--- config.mk ---
export PLATFORM = sky130hd
export DESIGN_NAME = cardinal_nic
export DESIGN_NICKNAME = d
export VERILOG_FILES = /design/src/rtl/cardinal_nic.sv
export SDC_FILE = /design/constraint.sdc
export NUM_CORES = 1
export LEC_CHECK = 0
export CORE_AREA = 2 2 127 129
export CTS_CLUSTER_SIZE = 28
export DETAILED_ROUTE_END_ITERATION = 10
export DIE_AREA = 0 0 129 131
export GPL_TIMING_DRIVEN = 0
export PLACE_DENSITY_LB_ADDON = 0.12
export SLEW_MARGIN = 20
export SYNTH_ARGS = -nofsm -noshare
export SYNTH_HDL_FRONTEND = slang
export SYNTH_SLANG_ARGS = --single-unit
--- constraint.sdc ---
create_clock -name clk -period 4 [get_ports clk]
set_clock_uncertainty 0.1 [all_clocks]
set_input_delay 0.6 -clock clk [delete_from_list [all_inputs] [get_ports clk]]
set_output_delay 0.6 -clock clk [all_outputs]
set_load 0.02 [all_outputs]
--- src/rtl/cardinal_nic.sv ---
// cardinal_nic: one-entry output/input channel buffers between a cardinal processor and its ring router.
// Define CARDINAL_NIC_PKTCNT_EN to add saturating sent/recv packet counters to the status words.
module cardinal_nic #(
  parameter int DATA_WIDTH = 64,
  parameter int VC_BIT     = 0
) (
  input  logic                  clk,
  input  logic                  reset,
  input  logic [1:0]            addr,
  input  logic [0:DATA_WIDTH-1] d_in,
  output logic [0:DATA_WIDTH-1] d_out,
  input  logic                  nicEn,
  input  logic                  nicWrEn,
  output logic                  net_so,
  input  logic                  net_ro,
  output logic [0:DATA_WIDTH-1] net_do,
  input  logic                  net_polarity,
  input  logic                  net_si,
  output logic                  net_ri,
  input  logic [0:DATA_WIDTH-1] net_di
);
  localparam logic [1:0] A_IN_BUF  = 2'b00;
  localparam logic [1:0] A_IN_ST   = 2'b01;
  localparam logic [1:0] A_OUT_BUF = 2'b10;
  localparam logic [1:0] A_OUT_ST  = 2'b11;

  logic [0:DATA_WIDTH-1] in_buf, out_buf, in_st, out_st;
  logic                  in_full, out_full;
  logic                  rd, wr, drain, accept;

  assign rd     = nicEn & ~nicWrEn;
  assign wr     = nicEn & nicWrEn;
  assign drain  = rd & (addr == A_IN_BUF) & in_full;
  assign accept = net_si & ~in_full;

  // Injection only in the ring cycle whose polarity matches the packet's VC bit.
  assign net_so = out_full & net_ro & (out_buf[VC_BIT] == net_polarity);
  assign net_do = out_buf;
  assign net_ri = ~in_full;

  always_ff @(posedge clk or posedge reset) begin
    if (reset) begin
      out_buf  <= '0;
      out_full <= 1'b0;
      in_buf   <= '0;
      in_full  <= 1'b0;
    end else begin
      // A write racing an injection sees out_full=1 and is dropped.
      if (net_so)
        out_full <= 1'b0;
      else if (wr && addr == A_OUT_BUF && !out_full) begin
        out_buf  <= d_in;
        out_full <= 1'b1;
      end
      if (drain)
        in_full <= 1'b0;
      else if (accept) begin
        in_buf  <= net_di;
        in_full <= 1'b1;
      end
    end
  end

`ifdef CARDINAL_NIC_PKTCNT_EN
  logic [15:0] sent_cnt, recv_cnt;

  always_ff @(posedge clk or posedge reset) begin
    if (reset) begin
      sent_cnt <= '0;
      recv_cnt <= '0;
    end else begin
      if (net_so && sent_cnt != 16'hFFFF) sent_cnt <= sent_cnt + 16'd1;
      if (accept && recv_cnt != 16'hFFFF) recv_cnt <= recv_cnt + 16'd1;
    end
  end
`endif

  always_comb begin
    in_st  = '0;
    out_st = '0;
    in_st[DATA_WIDTH-1]  = in_full;
    out_st[DATA_WIDTH-1] = out_full;
`ifdef CARDINAL_NIC_PKTCNT_EN
    in_st[0:15]  = recv_cnt;
    out_st[0:15] = sent_cnt;
`endif
    d_out = '0;
    if (rd) begin
      case (addr)
        A_IN_BUF:  d_out = in_buf;
        A_IN_ST:   d_out = in_st;
        A_OUT_BUF: d_out = out_buf;
        A_OUT_ST:  d_out = out_st;
        default:   d_out = '0;
      endcase
    end
  end
endmodule

== After elaboration in Yosys (flattened, before gate mapping) ==
Index checks and enable logic that the tools add are counted.

* Register bits after elaboration: 130
* Latch bits: 0
* Memory bits (writable): 0
* Bits in read-only memories: 0
* Input bits: 137
* Output and inout bits: 130
* Logic and storage cells: 33
* Memories kept: 0

* $add $sub $neg: 0
* Multiply operators: 0
* Divide/modulo/power cells: 0
* Magnitude comparators: 0
* Equality and inequality tests: 4
* Shift operators: 0
* Multiplexer cells: 6
* Bitwise operators: 11
* Reduce and logical (&&, ||, !) cells: 8

{| class="wikitable"
|+ Operators by type and width
! kind !! count
|-
| $pmux W64 S4 || 1
|-
| $mux W64 || 1
|-
| $and A1 B1 Y1 || 7
|-
| $eq A2 B2 Y1 const B || 2
|-
| $mux W1 || 4
|-
| $not A1 Y1 || 4
|-
| $reduce_and A2 Y1 || 2
|-
| $reduce_bool A2 Y1 || 2
|-
| $eq A2 B1 Y1 const B || 1
|-
| $logic_and A1 B1 Y1 || 2
|-
| $logic_not A2 Y1 || 1
|-
| $eq A1 B1 Y1 || 1
|-
| $logic_not A1 Y1 || 1
|}

== Depth between registers and ports, before layout ==
Gate-level depths: netlist (run 1).

* Depth after elaboration: 6
* Depth in mapped cells: 5
* Gate-level depth less buffers: 3

== Worst setup path after synthesis (run 1) ==
No wires, ideal clock.

* Path type: input to output
* Start: in nicWrEn
* End: out d_out[41] (netlist bit)
* Data arrival time: 1580 ps
* Data required time: 3300 ps
* Path slack: 1720 ps
* Stages: 5
* Buffers on the path: 2
* Path through: nand2b_1 > nor3b_1 > buf_2 > buf_2 > a22o_1

* Word-level cells in the longest chain between the ends: 3

{| class="wikitable"
|+ RTL lines
! element !! line !! RTL
|-
| start, declared || 13 || <nowiki>input logic nicWrEn,</nowiki>
|-
| $not A1 Y1 || 31 || <nowiki>assign rd = nicEn & ~nicWrEn;</nowiki>
|-
| $and A1 B1 Y1 || 31 ||
|-
| $mux W64 || 88 || <nowiki>if (rd) begin</nowiki>
|-
| end, declared || 11 || <nowiki>output logic [0:DATA_WIDTH-1] d_out,</nowiki>
|}

Every way passes these cells.

== Worst setup path after layout (run 1) ==
* Start: in nicWrEn
* End: out d_out[44] (netlist bit)

Same word-level chain as after synthesis.

==> run_summary.xml, run 1 <==
<?xml version="1.0" encoding="UTF-8"?>
<metrics>
  <group name="logic_synthesis">
    <metric name="synth_most_common_cell" unit="">sky130_fd_sc_hd__dfrtp_1</metric>
    <metric name="ys_ff_latch" unit="">130</metric>
    <metric name="mappedNetlistNets" unit="">499</metric>
    <metric name="netlist_top_cells_count" unit="">sky130_fd_sc_hd__dfrtp_1 (130), sky130_fd_sc_hd__mux2_2 (68), sky130_fd_sc_hd__a22o_1 (63)</metric>
    <metric name="synth_edf_count" unit="">0</metric>
    <metric name="postSynth.asyncResetShare" unit="%">100</metric>
    <metric name="yosysTopAreaCellShare" unit="%">56.2</metric>
    <metric name="postSynthAreaPerCell" unit="sq um">16.0</metric>
    <metric name="yosysSeqAreaShare" unit="%">56.2</metric>
    <metric name="postSynthCellCount" unit="">362</metric>
    <metric name="synth-warning-count" unit="">0</metric>
    <metric name="synthesis.area" unit="sq um">5780</metric>
    <metric name="synth_top_area_cell" unit="">sky130_fd_sc_hd__dfrtp_1</metric>
    <metric name="ys.flop_type" unit="">sky130_fd_sc_hd__dfrtp_1</metric>
    <metric name="synth.distinct_cells" unit="">21</metric>
    <metric name="top_area_cells_in_the_synthesized_netlist" unit="">sky130_fd_sc_hd__dfrtp_1 (56%), sky130_fd_sc_hd__mux2_2 (13%), sky130_fd_sc_hd__mux2_4 (13%)</metric>
  </group>
  <group name="clocking">
    <metric name="clock_tree.root_cell" unit="">sky130_fd_sc_hd__clkbuf_16</metric>
    <metric name="cts_sinks" unit="">130</metric>
    <metric name="tritoncts.num_buffers" unit="">17</metric>
    <metric name="htree_levels" unit="">4</metric>
    <metric name="holdBufCountCts" unit="">0</metric>
    <metric name="cts_max_path_buffers" unit="">2</metric>
    <metric name="clkLatencyLatePin" unit="ns">0.41</metric>
    <metric name="post_cts_resized" unit="">0</metric>
    <metric name="clock_tree_from_tritoncts" unit="">yes</metric>
    <metric name="worst_setup_hold_path_clk_slew" unit="ns">0.06</metric>
    <metric name="postCtsSetupRepairBufs" unit="">0</metric>
  </group>
  <group name="place">
    <metric name="routabilityCongestion" unit="">0.775</metric>
    <metric name="placed_cells" unit="">848</metric>
    <metric name="detailed_place_hpwl" unit="microns">12100</metric>
    <metric name="placedInstanceArea" unit="sq um">8810</metric>
    <metric name="port_buffers" unit="">266</metric>
  </group>
  <group name="timing">
    <metric name="fmax" unit="GHz">0.278</metric>
    <metric name="timing.slew.headroom" unit="%">58.4</metric>
    <metric name="endpoints_failing_hold" unit="">0</metric>
    <metric name="grt_setup_unrepaired" unit="">no</metric>
    <metric name="worst_pin_slew" unit="ns">0.623</metric>
    <metric name="setup_viol_count_final" unit="">0</metric>
    <metric name="whs" unit="ns">0.406</metric>
    <metric name="number_of_max_slew_violations_in_the_final_report" unit="">0</metric>
    <metric name="finalCritPeriodShare" unit="%">89.9</metric>
    <metric name="fin_tns_setup" unit="ns">0</metric>
    <metric name="final_period_minus_worst_setup_slack" unit="ns">3.60</metric>
  </group>
  <group name="detailed_routing">
    <metric name="route.antenna.remaining_nets" unit="">0</metric>
    <metric name="first_iter_violations" unit="">100</metric>
    <metric name="route.detailed.wl_per_inst" unit="microns">18.5</metric>
    <metric name="vias" unit="">4252</metric>
    <metric name="drc_errors" unit="">0</metric>
    <metric name="route.detailed.vias_per_inst" unit="">4.83</metric>
    <metric name="drt-pass1-iter-count" unit="">4</metric>
    <metric name="detail_route.wirelength" unit="microns">16300</metric>
  </group>
  <group name="die">
    <metric name="dieHeight" unit="microns">131</metric>
    <metric name="die_w" unit="microns">129</metric>
    <metric name="die-area" unit="sq um">16900</metric>
    <metric name="placeableCoreArea" unit="sq um">15600</metric>
    <metric name="floorplan.initialDensity" unit="%">37.1</metric>
    <metric name="rows" unit="">46</metric>
    <metric name="ios" unit="">267</metric>
  </group>
  <group name="global_route">
    <metric name="grt_pass1_wl" unit="microns">25300</metric>
    <metric name="grt_util_all_layers" unit="%">19.8</metric>
    <metric name="grt_remaining_overflow" unit="">0</metric>
    <metric name="grt_start_max_net_pins" unit="">31</metric>
    <metric name="first_global_vias" unit="">4570</metric>
    <metric name="number_of_antenna_violations_at_the_first_check_in_global_routing" unit="">1</metric>
  </group>
  <group name="setup_path">
    <metric name="reg2reg_depth" unit="">4</metric>
    <metric name="rr_endpoint" unit="">in_buf[26]</metric>
    <metric name="worst_ep_required_time" unit="ns">3.30</metric>
    <metric name="endpoint_kind" unit="">primary output</metric>
    <metric name="ff2ff_setup_slack" unit="ns">2.25</metric>
    <metric name="element_type_at_the_critical_path_start" unit="">input pin</metric>
    <metric name="critPathArrivalTime" unit="ns">2.90</metric>
    <metric name="path_class" unit="">input pin to primary output</metric>
    <metric name="critical_path.max_fanout" unit="">10</metric>
    <metric name="critical_path.reg2reg.startpoint" unit="">in_full</metric>
  </group>
  <group name="run">
    <metric name="max_cap_violations" unit="">0</metric>
  </group>
  <group name="layout">
    <metric name="finish.net_count" unit="">788</metric>
    <metric name="drive_gt1_share" unit="%">27.6</metric>
    <metric name="postLayoutCellArea" unit="sq um">9440</metric>
    <metric name="fin_cells" unit="">880</metric>
    <metric name="antennaDiodeCount" unit="">0</metric>
    <metric name="area_delta_synth_final" unit="%">63.2</metric>
  </group>
  <group name="worst_hold_path">
    <metric name="worstHoldEndpoint" unit="">in_buf[11]</metric>
    <metric name="min_delay_path_depth" unit="">1</metric>
    <metric name="hold_start" unit="">in_buf[11]</metric>
    <metric name="class_of_the_tightest_hold_or_removal_check" unit="">flip-flop to flip-flop</metric>
  </group>
  <group name="pwr">
    <metric name="design_power_total" unit="mW">6.65</metric>
    <metric name="cellPowerDensity" unit="nW/um^2">704</metric>
    <metric name="p_leak" unit="nW">3.97</metric>
    <metric name="peak_ir_drop_on_the_vdd_network" unit="uV">379</metric>
  </group>
  <group name="status">
    <metric name="status" unit="">finished clean</metric>
  </group>
</metrics>
[layout make-up]
type / instances / area [sq um]
buffer: 26 / 199
clock buffer: 24 / 512
clock inverter: 8 / 123
fill: 1270 / 6150
inverter: 3 / 15.0
multi-input combinational: 203 / 2320
sequential: 130 / 3250
tap: 216 / 270
timing repair buffer: 270 / 2750
[routing by layer]
layer	track usage, %	vias up	share of wire [%]
met2	31.2	190	46
li1	-	1935	-
met3	7.94	34	9.0
met1	24.0	2093	42
met4	9.08	0	2.9
met5	0	-	0
[metrics by stage]
step | utilization (%) | worst slack (ns)
after global routing | 60.5 | 0.212
final | 60.5 | 0.404
after global placement | 55.9 | 0.397
after CTS | 60.5 | 0.340
after detailed placement | 56.5 | 0.351
after floorplan | - | 1.69
[sequential cells by signal (all words and copies together), names as in the netlist]
| signal | count |
|---|---|
| out_full | 1 |
| in_buf | 64 |
| net_do | 64 |
| in_full | 1 |
[worst max-delay path, cell delays in order]
cell and delay (ns):
sky130_fd_sc_hd__clkdlybuf4s50_1 0.46, sky130_fd_sc_hd__nand2b_1 0.23, sky130_fd_sc_hd__nor3_4 0.45, sky130_fd_sc_hd__buf_2 0.34, sky130_fd_sc_hd__a22o_1 0.18, sky130_fd_sc_hd__clkdlybuf4s50_1 0.63
[power breakdown]
part / internal (mW) / leakage (nW) / switching [mW] / total, mW
Clock: 1.08 / 0.304 / 0.556 / 1.63
Combinational: 1.53 / 2.12 / 1.03 / 2.56
Sequential: 1.99 / 1.54 / 0.466 / 2.46
[cell families after synthesis]
family | Yosys count | share of synthesized area, %
muxes | 129 | 28.6
xor gates and xnor gates | 1 | 0.151
DFF | 130 | 56.2
and+or+nand+nor | 8 | 1.60
AOI/OAI and AO/OA | 65 | 9.76
buffers and inverters | 29 | 3.63
[cell usage in the layout, fill, tap and decap left out, types with 5 or more instances in the layout]
master	count
sky130_fd_sc_hd__buf_8	5
sky130_fd_sc_hd__clkbuf_8	6
sky130_fd_sc_hd__dfrtp_1	130
sky130_fd_sc_hd__a22o_1	63
sky130_fd_sc_hd__buf_2	15
sky130_fd_sc_hd__clkbuf_16	17
sky130_fd_sc_hd__buf_4	5
sky130_fd_sc_hd__mux2_1	10
sky130_fd_sc_hd__mux2_2	68
sky130_fd_sc_hd__mux2_4	50
sky130_fd_sc_hd__clkdlybuf4s50_1	266
[worst max-delay path by stage]
stage / start / end / cells past startpoint
2_1_floorplan: reset / in_buf[0] / 1
3_3_place_gp: nicWrEn / d_out[31] / 6
3_5_place_dp: nicWrEn / d_out[44] / 6
4_1_cts: nicWrEn / d_out[31] / 6
5_1_grt: nicWrEn / d_out[44] / 6
6_report: nicWrEn / d_out[44] / 6
Note: power is estimated with default switching activity, not from simulation.
==> run 2: changes to the inputs <==
--- a/config.mk
+++ b/config.mk
@@ -5,12 +5,14 @@
 export SDC_FILE = /design/constraint.sdc
 export NUM_CORES = 1
 export LEC_CHECK = 0
+export CAP_MARGIN = 40
 export CORE_AREA = 2 2 127 129
 export CTS_CLUSTER_SIZE = 28
 export DETAILED_ROUTE_END_ITERATION = 10
 export DIE_AREA = 0 0 129 131
 export GPL_TIMING_DRIVEN = 0
 export PLACE_DENSITY_LB_ADDON = 0.12
+export REMOVE_ABC_BUFFERS = 1
 export SLEW_MARGIN = 20
 export SYNTH_ARGS = -nofsm -noshare
 export SYNTH_HDL_FRONTEND = slang
==> run_summary.xml, run 2 (synthesis results as in run 1) <==
<?xml version="1.0" encoding="UTF-8"?>
<metrics>
  <group name="die">
    <metric name="dieHeight" unit="microns">131</metric>
    <metric name="ios" unit="">267</metric>
    <metric name="rows" unit="">46</metric>
    <metric name="floorplan.initialDensity" unit="%">37.1</metric>
    <metric name="die-area" unit="sq um">16900</metric>
    <metric name="placeableCoreArea" unit="sq um">15600</metric>
    <metric name="die_w" unit="microns">129</metric>
  </group>
  <group name="clocking">
    <metric name="htree_levels" unit="">4</metric>
    <metric name="worst_setup_hold_path_clk_slew" unit="ns">0.05</metric>
    <metric name="clock_tree_from_tritoncts" unit="">yes</metric>
    <metric name="clkLatencyLatePin" unit="ns">0.40</metric>
    <metric name="holdBufCountCts" unit="">0</metric>
    <metric name="tritoncts.num_buffers" unit="">17</metric>
    <metric name="cts_sinks" unit="">130</metric>
    <metric name="clock_tree.root_cell" unit="">sky130_fd_sc_hd__clkbuf_16</metric>
    <metric name="cts_max_path_buffers" unit="">2</metric>
  </group>
  <group name="worst_hold_path">
    <metric name="min_delay_path_depth" unit="">1</metric>
    <metric name="class_of_the_tightest_hold_or_removal_check" unit="">flip-flop to flip-flop</metric>
    <metric name="worstHoldEndpoint" unit="">in_buf[63]</metric>
    <metric name="hold_start" unit="">in_buf[63]</metric>
  </group>
  <group name="detailed_routing">
    <metric name="route.detailed.wl_per_inst" unit="microns">19.4</metric>
    <metric name="route.detailed.vias_per_inst" unit="">4.84</metric>
    <metric name="detail_route.wirelength" unit="microns">16800</metric>
    <metric name="vias" unit="">4194</metric>
    <metric name="drt-pass1-iter-count" unit="">4</metric>
    <metric name="first_iter_violations" unit="">159</metric>
    <metric name="route.antenna.remaining_nets" unit="">0</metric>
    <metric name="drc_errors" unit="">0</metric>
  </group>
  <group name="setup_path">
    <metric name="critPathArrivalTime" unit="ns">3.12</metric>
    <metric name="rr_endpoint" unit="">in_buf[16]</metric>
    <metric name="critical_path.max_fanout" unit="">10</metric>
    <metric name="reg2reg_depth" unit="">4</metric>
    <metric name="critical_path.reg2reg.startpoint" unit="">in_full</metric>
    <metric name="ff2ff_setup_slack" unit="ns">2.22</metric>
    <metric name="endpoint_kind" unit="">primary output</metric>
    <metric name="worst_ep_required_time" unit="ns">3.30</metric>
    <metric name="path_class" unit="">input pin to primary output</metric>
    <metric name="element_type_at_the_critical_path_start" unit="">input pin</metric>
  </group>
  <group name="timing">
    <metric name="grt_setup_unrepaired" unit="">no</metric>
    <metric name="finalCritPeriodShare" unit="%">95.4</metric>
    <metric name="worst_pin_slew" unit="ns">0.434</metric>
    <metric name="fmax" unit="GHz">0.262</metric>
    <metric name="endpoints_failing_hold" unit="">0</metric>
    <metric name="fin_tns_setup" unit="ns">0</metric>
    <metric name="final_period_minus_worst_setup_slack" unit="ns">3.82</metric>
    <metric name="setup_viol_count_final" unit="">0</metric>
    <metric name="timing.slew.headroom" unit="%">71.1</metric>
    <metric name="number_of_max_slew_violations_in_the_final_report" unit="">0</metric>
  </group>
  <group name="status">
    <metric name="status" unit="">finished clean</metric>
  </group>
  <group name="layout">
    <metric name="area_delta_synth_final" unit="%">63.1</metric>
    <metric name="fin_cells" unit="">866</metric>
    <metric name="drive_gt1_share" unit="%">26.2</metric>
    <metric name="final_cell_mix" unit="">sky130_fd_sc_hd__clkdlybuf4s50_1 (266), sky130_fd_sc_hd__dfrtp_1 (130), sky130_fd_sc_hd__mux2_2 (68), sky130_fd_sc_hd__a22o_1 (63), sky130_fd_sc_hd__mux2_4 (50)</metric>
    <metric name="layout_commonest_cell" unit="">sky130_fd_sc_hd__clkdlybuf4s50_1</metric>
    <metric name="finish.net_count" unit="">777</metric>
    <metric name="antennaDiodeCount" unit="">0</metric>
    <metric name="fill_cells" unit="">1227</metric>
  </group>
  <group name="run">
    <metric name="max_cap_violations" unit="">0</metric>
  </group>
  <group name="pwr">
    <metric name="peak_ir_drop_on_the_vdd_network" unit="uV">371</metric>
    <metric name="cellPowerDensity" unit="nW/um^2">701</metric>
    <metric name="design_power_total" unit="mW">6.61</metric>
    <metric name="p_leak" unit="nW">3.92</metric>
  </group>
  <group name="global_route">
    <metric name="number_of_antenna_violations_at_the_first_check_in_global_routing" unit="">0</metric>
    <metric name="grt_remaining_overflow" unit="">0</metric>
    <metric name="grt_pass1_wl" unit="microns">25400</metric>
    <metric name="grt_start_max_net_pins" unit="">77</metric>
    <metric name="first_global_vias" unit="">4741</metric>
    <metric name="grt_util_all_layers" unit="%">19.8</metric>
  </group>
  <group name="place">
    <metric name="placed_cells" unit="">835</metric>
    <metric name="detailed_place_hpwl" unit="microns">12200</metric>
    <metric name="port_buffers" unit="">266</metric>
    <metric name="routabilityCongestion" unit="">0.750</metric>
  </group>
</metrics>
==> run 2: power breakdown <==
part / total, mW / leakage, nW / internal [mW] / switching [mW]
Clock: 1.55 / 0.287 / 1.01 / 0.540
Combinational: 2.60 / 2.09 / 1.56 / 1.05
Sequential: 2.46 / 1.54 / 1.99 / 0.469
==> run 2: worst max-delay path by stage <==
stage,start,endpoint,cells after the start
after CTS,nicWrEn,d_out[3],8
after detailed placement,nicWrEn,d_out[40],8
final,nicWrEn,d_out[54],8
after global routing,nicEn,d_out[54],8
after floorplan,nicWrEn,d_out[0],3
after global placement,nicWrEn,d_out[47],5
==> run 2: stage by stage <==
stage               setup WS [ns]  hold slack [ns]  instance area (sq um)  utilization, %
finish                      0.185            0.400                   9430            60.5
global placement            -6.06            0.388                   8520            54.6
global route              0.00936            0.415                   9430            60.5
floorplan                   -1.51            0.373                   5590               -
detailed placement         0.0370            0.393                   8820            56.6
CTS                       0.00771            0.405                   9410            60.3
==> run 2: final cells by class <==
cell class / instances / area, sq um / share of cell area, %
sequential: 130 / 3250 / 34.5
timing repair buffer: 285 / 2960 / 31.4
multi-input combinational: 203 / 2340 / 24.8
clock buffer: 25 / 515 / 5.47
tap: 216 / 270 / 2.87
clock inverter: 4 / 72.6 / 0.769
inverter: 3 / 18.8 / 0.199
==> run 2: worst max-delay path, stage by stage <==
cell and delay, ns:
sky130_fd_sc_hd__clkdlybuf4s50_1 0.46, sky130_fd_sc_hd__nand2b_1 0.27, sky130_fd_sc_hd__nor3b_4 0.36, sky130_fd_sc_hd__buf_4 0.24, sky130_fd_sc_hd__buf_4 0.21, sky130_fd_sc_hd__buf_4 0.20, sky130_fd_sc_hd__a22o_1 0.14, sky130_fd_sc_hd__clkdlybuf4s50_1 0.62
==> run 2: layer usage <==
| layer | GRT usage [%] | part of all wire, % | vias up |
|---|---|---|---|
| li1 | - | - | 1905 |
| met1 | 22.4 | 39 | 2111 |
| met2 | 33.8 | 51 | 163 |
| met3 | 8.39 | 8.5 | 15 |
| met4 | 6.46 | 1.3 | 0 |
| met5 | 0 | 0 | - |
==> run 2: timing repair <==
action | 4_1_cts | 5_1_grt
setup endpoints to repair | 0 | 21
buffers inserted | 0 | 2
resized for setup | 0 | 1
==> run 3: changes to the inputs <==
--- a/config.mk
+++ b/config.mk
@@ -10,7 +10,7 @@
 export CTS_CLUSTER_SIZE = 28
 export DETAILED_ROUTE_END_ITERATION = 10
 export DIE_AREA = 0 0 129 131
-export GPL_TIMING_DRIVEN = 0
+export GPL_ROUTABILITY_DRIVEN = 1
 export PLACE_DENSITY_LB_ADDON = 0.12
 export REMOVE_ABC_BUFFERS = 1
 export SLEW_MARGIN = 20
==> run_summary.xml, run 3 (synthesis results as in run 1) <==
<?xml version="1.0" encoding="UTF-8"?>
<metrics>
  <group name="global_route">
    <metric name="grt_util_all_layers" unit="%">19.2</metric>
    <metric name="number_of_antenna_violations_at_the_first_check_in_global_routing" unit="">0</metric>
    <metric name="grt_remaining_overflow" unit="">0</metric>
    <metric name="grt_start_max_net_pins" unit="">66</metric>
    <metric name="grt_pass1_wl" unit="microns">24500</metric>
    <metric name="first_global_vias" unit="">4637</metric>
  </group>
  <group name="place">
    <metric name="placed_cells" unit="">825</metric>
    <metric name="detailed_place_hpwl" unit="microns">11200</metric>
    <metric name="post_place_setup_slack" unit="ns">0.531</metric>
    <metric name="port_buffers" unit="">266</metric>
    <metric name="routabilityCongestion" unit="">0.779</metric>
  </group>
  <group name="die">
    <metric name="ios" unit="">267</metric>
    <metric name="dieHeight" unit="microns">131</metric>
    <metric name="placeableCoreArea" unit="sq um">15600</metric>
    <metric name="floorplan.initialDensity" unit="%">37.1</metric>
    <metric name="rows" unit="">46</metric>
    <metric name="die-area" unit="sq um">16900</metric>
    <metric name="die_w" unit="microns">129</metric>
  </group>
  <group name="worst_hold_path">
    <metric name="class_of_the_tightest_hold_or_removal_check" unit="">flip-flop to flip-flop</metric>
    <metric name="hold_start" unit="">in_buf[39]</metric>
  </group>
  <group name="pwr">
    <metric name="cellPowerDensity" unit="nW/um^2">712</metric>
    <metric name="power.switching_fraction" unit="%">31.2</metric>
    <metric name="design_power_total" unit="mW">6.57</metric>
    <metric name="power.share.sequential" unit="%">37.9</metric>
    <metric name="power.internal" unit="mW">4.52</metric>
    <metric name="power.share.clock" unit="%">23.4</metric>
    <metric name="switching_power" unit="mW">2.05</metric>
    <metric name="peak_ir_drop_on_the_vdd_network" unit="uV">404</metric>
    <metric name="power.combinational.fraction" unit="%">38.7</metric>
    <metric name="p_leak" unit="nW">3.83</metric>
  </group>
  <group name="setup_path">
    <metric name="endpoint_kind" unit="">primary output</metric>
    <metric name="worst_setup_path_startpoint" unit="">nicWrEn</metric>
    <metric name="worst_ep_required_time" unit="ns">3.30</metric>
    <metric name="critical_path.max_fanout" unit="">63</metric>
    <metric name="critPathArrivalTime" unit="ns">2.77</metric>
    <metric name="element_type_at_the_critical_path_start" unit="">input pin</metric>
    <metric name="critical_path.reg2reg.startpoint" unit="">out_full</metric>
    <metric name="path_class" unit="">input pin to primary output</metric>
  </group>
  <group name="clocking">
    <metric name="cts_sinks" unit="">130</metric>
    <metric name="worst_setup_hold_path_clk_slew" unit="ns">0.05</metric>
    <metric name="tritoncts.num_buffers" unit="">17</metric>
    <metric name="clkLatencyLatePin" unit="ns">0.40</metric>
    <metric name="htree_levels" unit="">4</metric>
    <metric name="holdBufCountCts" unit="">0</metric>
    <metric name="cts_max_path_buffers" unit="">2</metric>
    <metric name="clock_tree.root_cell" unit="">sky130_fd_sc_hd__clkbuf_16</metric>
    <metric name="postCtsSetupRepairBufs" unit="">0</metric>
    <metric name="clock_tree_from_tritoncts" unit="">yes</metric>
    <metric name="post_cts_resized" unit="">0</metric>
  </group>
  <group name="detailed_routing">
    <metric name="route.antenna.remaining_nets" unit="">0</metric>
    <metric name="route.detailed.vias_per_inst" unit="">4.91</metric>
    <metric name="drt-met1-wl" unit="microns">6530</metric>
    <metric name="first_iter_violations" unit="">171</metric>
    <metric name="drt-pass1-iter-count" unit="">4</metric>
    <metric name="dr_wl_met2" unit="microns">8060</metric>
    <metric name="drc_errors" unit="">0</metric>
    <metric name="route.detailed.wl_per_inst" unit="microns">18.9</metric>
    <metric name="detail_route.wirelength" unit="microns">16200</metric>
    <metric name="wl_met3" unit="microns">1300</metric>
    <metric name="route.top_layer_used" unit="">met4</metric>
    <metric name="vias" unit="">4201</metric>
  </group>
  <group name="run">
    <metric name="max_cap_violations" unit="">0</metric>
  </group>
  <group name="timing">
    <metric name="fin_tns_setup" unit="ns">0</metric>
    <metric name="worst_pin_slew" unit="ns">0.673</metric>
    <metric name="grt_setup_unrepaired" unit="">no</metric>
    <metric name="finalCritPeriodShare" unit="%">86.7</metric>
    <metric name="final_period_minus_worst_setup_slack" unit="ns">3.47</metric>
    <metric name="setup_viol_count_final" unit="">0</metric>
    <metric name="number_of_max_slew_violations_in_the_final_report" unit="">0</metric>
    <metric name="endpoints_failing_hold" unit="">0</metric>
    <metric name="fmax" unit="GHz">0.289</metric>
    <metric name="whs" unit="ns">0.405</metric>
    <metric name="postLayoutSetupSlackWorst" unit="ns">0.534</metric>
    <metric name="timing.slew.headroom" unit="%">55.2</metric>
  </group>
  <group name="layout">
    <metric name="layout_commonest_cell" unit="">sky130_fd_sc_hd__clkdlybuf4s50_1</metric>
    <metric name="finish.net_count" unit="">766</metric>
    <metric name="drive_gt1_share" unit="%">25.0</metric>
    <metric name="fill_cells" unit="">1269</metric>
    <metric name="final_cell_mix" unit="">sky130_fd_sc_hd__clkdlybuf4s50_1 (266), sky130_fd_sc_hd__dfrtp_1 (130), sky130_fd_sc_hd__mux2_2 (68), sky130_fd_sc_hd__a22o_1 (63), sky130_fd_sc_hd__mux2_4 (50)</metric>
    <metric name="antennaDiodeCount" unit="">0</metric>
    <metric name="fin_cells" unit="">855</metric>
    <metric name="area_delta_synth_final" unit="%">59.6</metric>
  </group>
  <group name="status">
    <metric name="status" unit="">finished clean</metric>
  </group>
</metrics>
## run 3: cell count changes in the layout (fill, tap and decap cells not counted)
cell	delta
sky130_fd_sc_hd__clkbuf_1	-1
sky130_fd_sc_hd__buf_8	-1
sky130_fd_sc_hd__buf_4	-3
sky130_fd_sc_hd__clkinvlp_4	-1
sky130_fd_sc_hd__buf_12	+1
sky130_fd_sc_hd__clkinv_2	+2
sky130_fd_sc_hd__nor3b_2	+1
sky130_fd_sc_hd__inv_8	-1
sky130_fd_sc_hd__inv_4	+1
sky130_fd_sc_hd__buf_6	-3
sky130_fd_sc_hd__nor3b_4	-1
sky130_fd_sc_hd__buf_16	-5
## run 3: metrics by stage
| step | utilization [%] | instance area (sq um) |
|---|---|---|
| 2_1_floorplan | - | 5590 |
| 3_3_place_gp | 55.3 | 8620 |
| 3_5_place_dp | 55.3 | 8620 |
| 4_1_cts | 59.0 | 9210 |
| 5_1_grt | 59.2 | 9230 |
| 6_report | 59.2 | 9230 |
## run 3: final cells by class
cell class / count / area, sq um / area share, %
well taps: 216 / 270 / 2.93
flip-flops and latches: 130 / 3250 / 35.2
repair buffers: 274 / 2770 / 30.0
clock buffers: 24 / 512 / 5.54
inverters: 3 / 13.8 / 0.149
clock inverters: 5 / 75.1 / 0.813
multi-input cells: 203 / 2330 / 25.3
## run 3: worst paths after layout
| path | to | slack, ns | depth (start not counted) |
|---|---|---|---|
| max in group asynchronous | in_buf[12] | 2.34 | 3 |
| setup reg to reg | net_do[29] | 2.13 | 3 |
| hold reg to reg | in_buf[39] | 0.40 | 1 |
| min in group asynchronous | net_do[4] | 0.55 | 2 |
| hold / removal | in_buf[39] | 0.40 | 1 |
| setup / recovery | d_out[47] | 0.53 | 6 |
## run 3: critical path: stages
cell	delay [ns]
sky130_fd_sc_hd__clkdlybuf4s50_1	0.46
sky130_fd_sc_hd__nand2b_1	0.25
sky130_fd_sc_hd__nor3b_2	0.27
sky130_fd_sc_hd__buf_12	0.33
sky130_fd_sc_hd__a22o_1	0.19
sky130_fd_sc_hd__clkdlybuf4s50_1	0.65
## run 3: metal layers
layer	GRT usage [%]	vias to the layer above
met1	22.0	2133
li1	-	1884
met4	6.27	0
met5	0	-
met3	7.70	20
met2	32.9	164
## run 3: power groups by stage
stage          logic [mW]  clock network [mW]  registers, mW
5_1_grt              2.69                1.65           2.59
6_report             2.54                1.54           2.49
3_5_place_dp         2.54                   0           2.51
4_1_cts              2.56                1.58           2.50
2_1_floorplan        1.07                   0           2.77
3_3_place_gp         2.49                   0           2.49
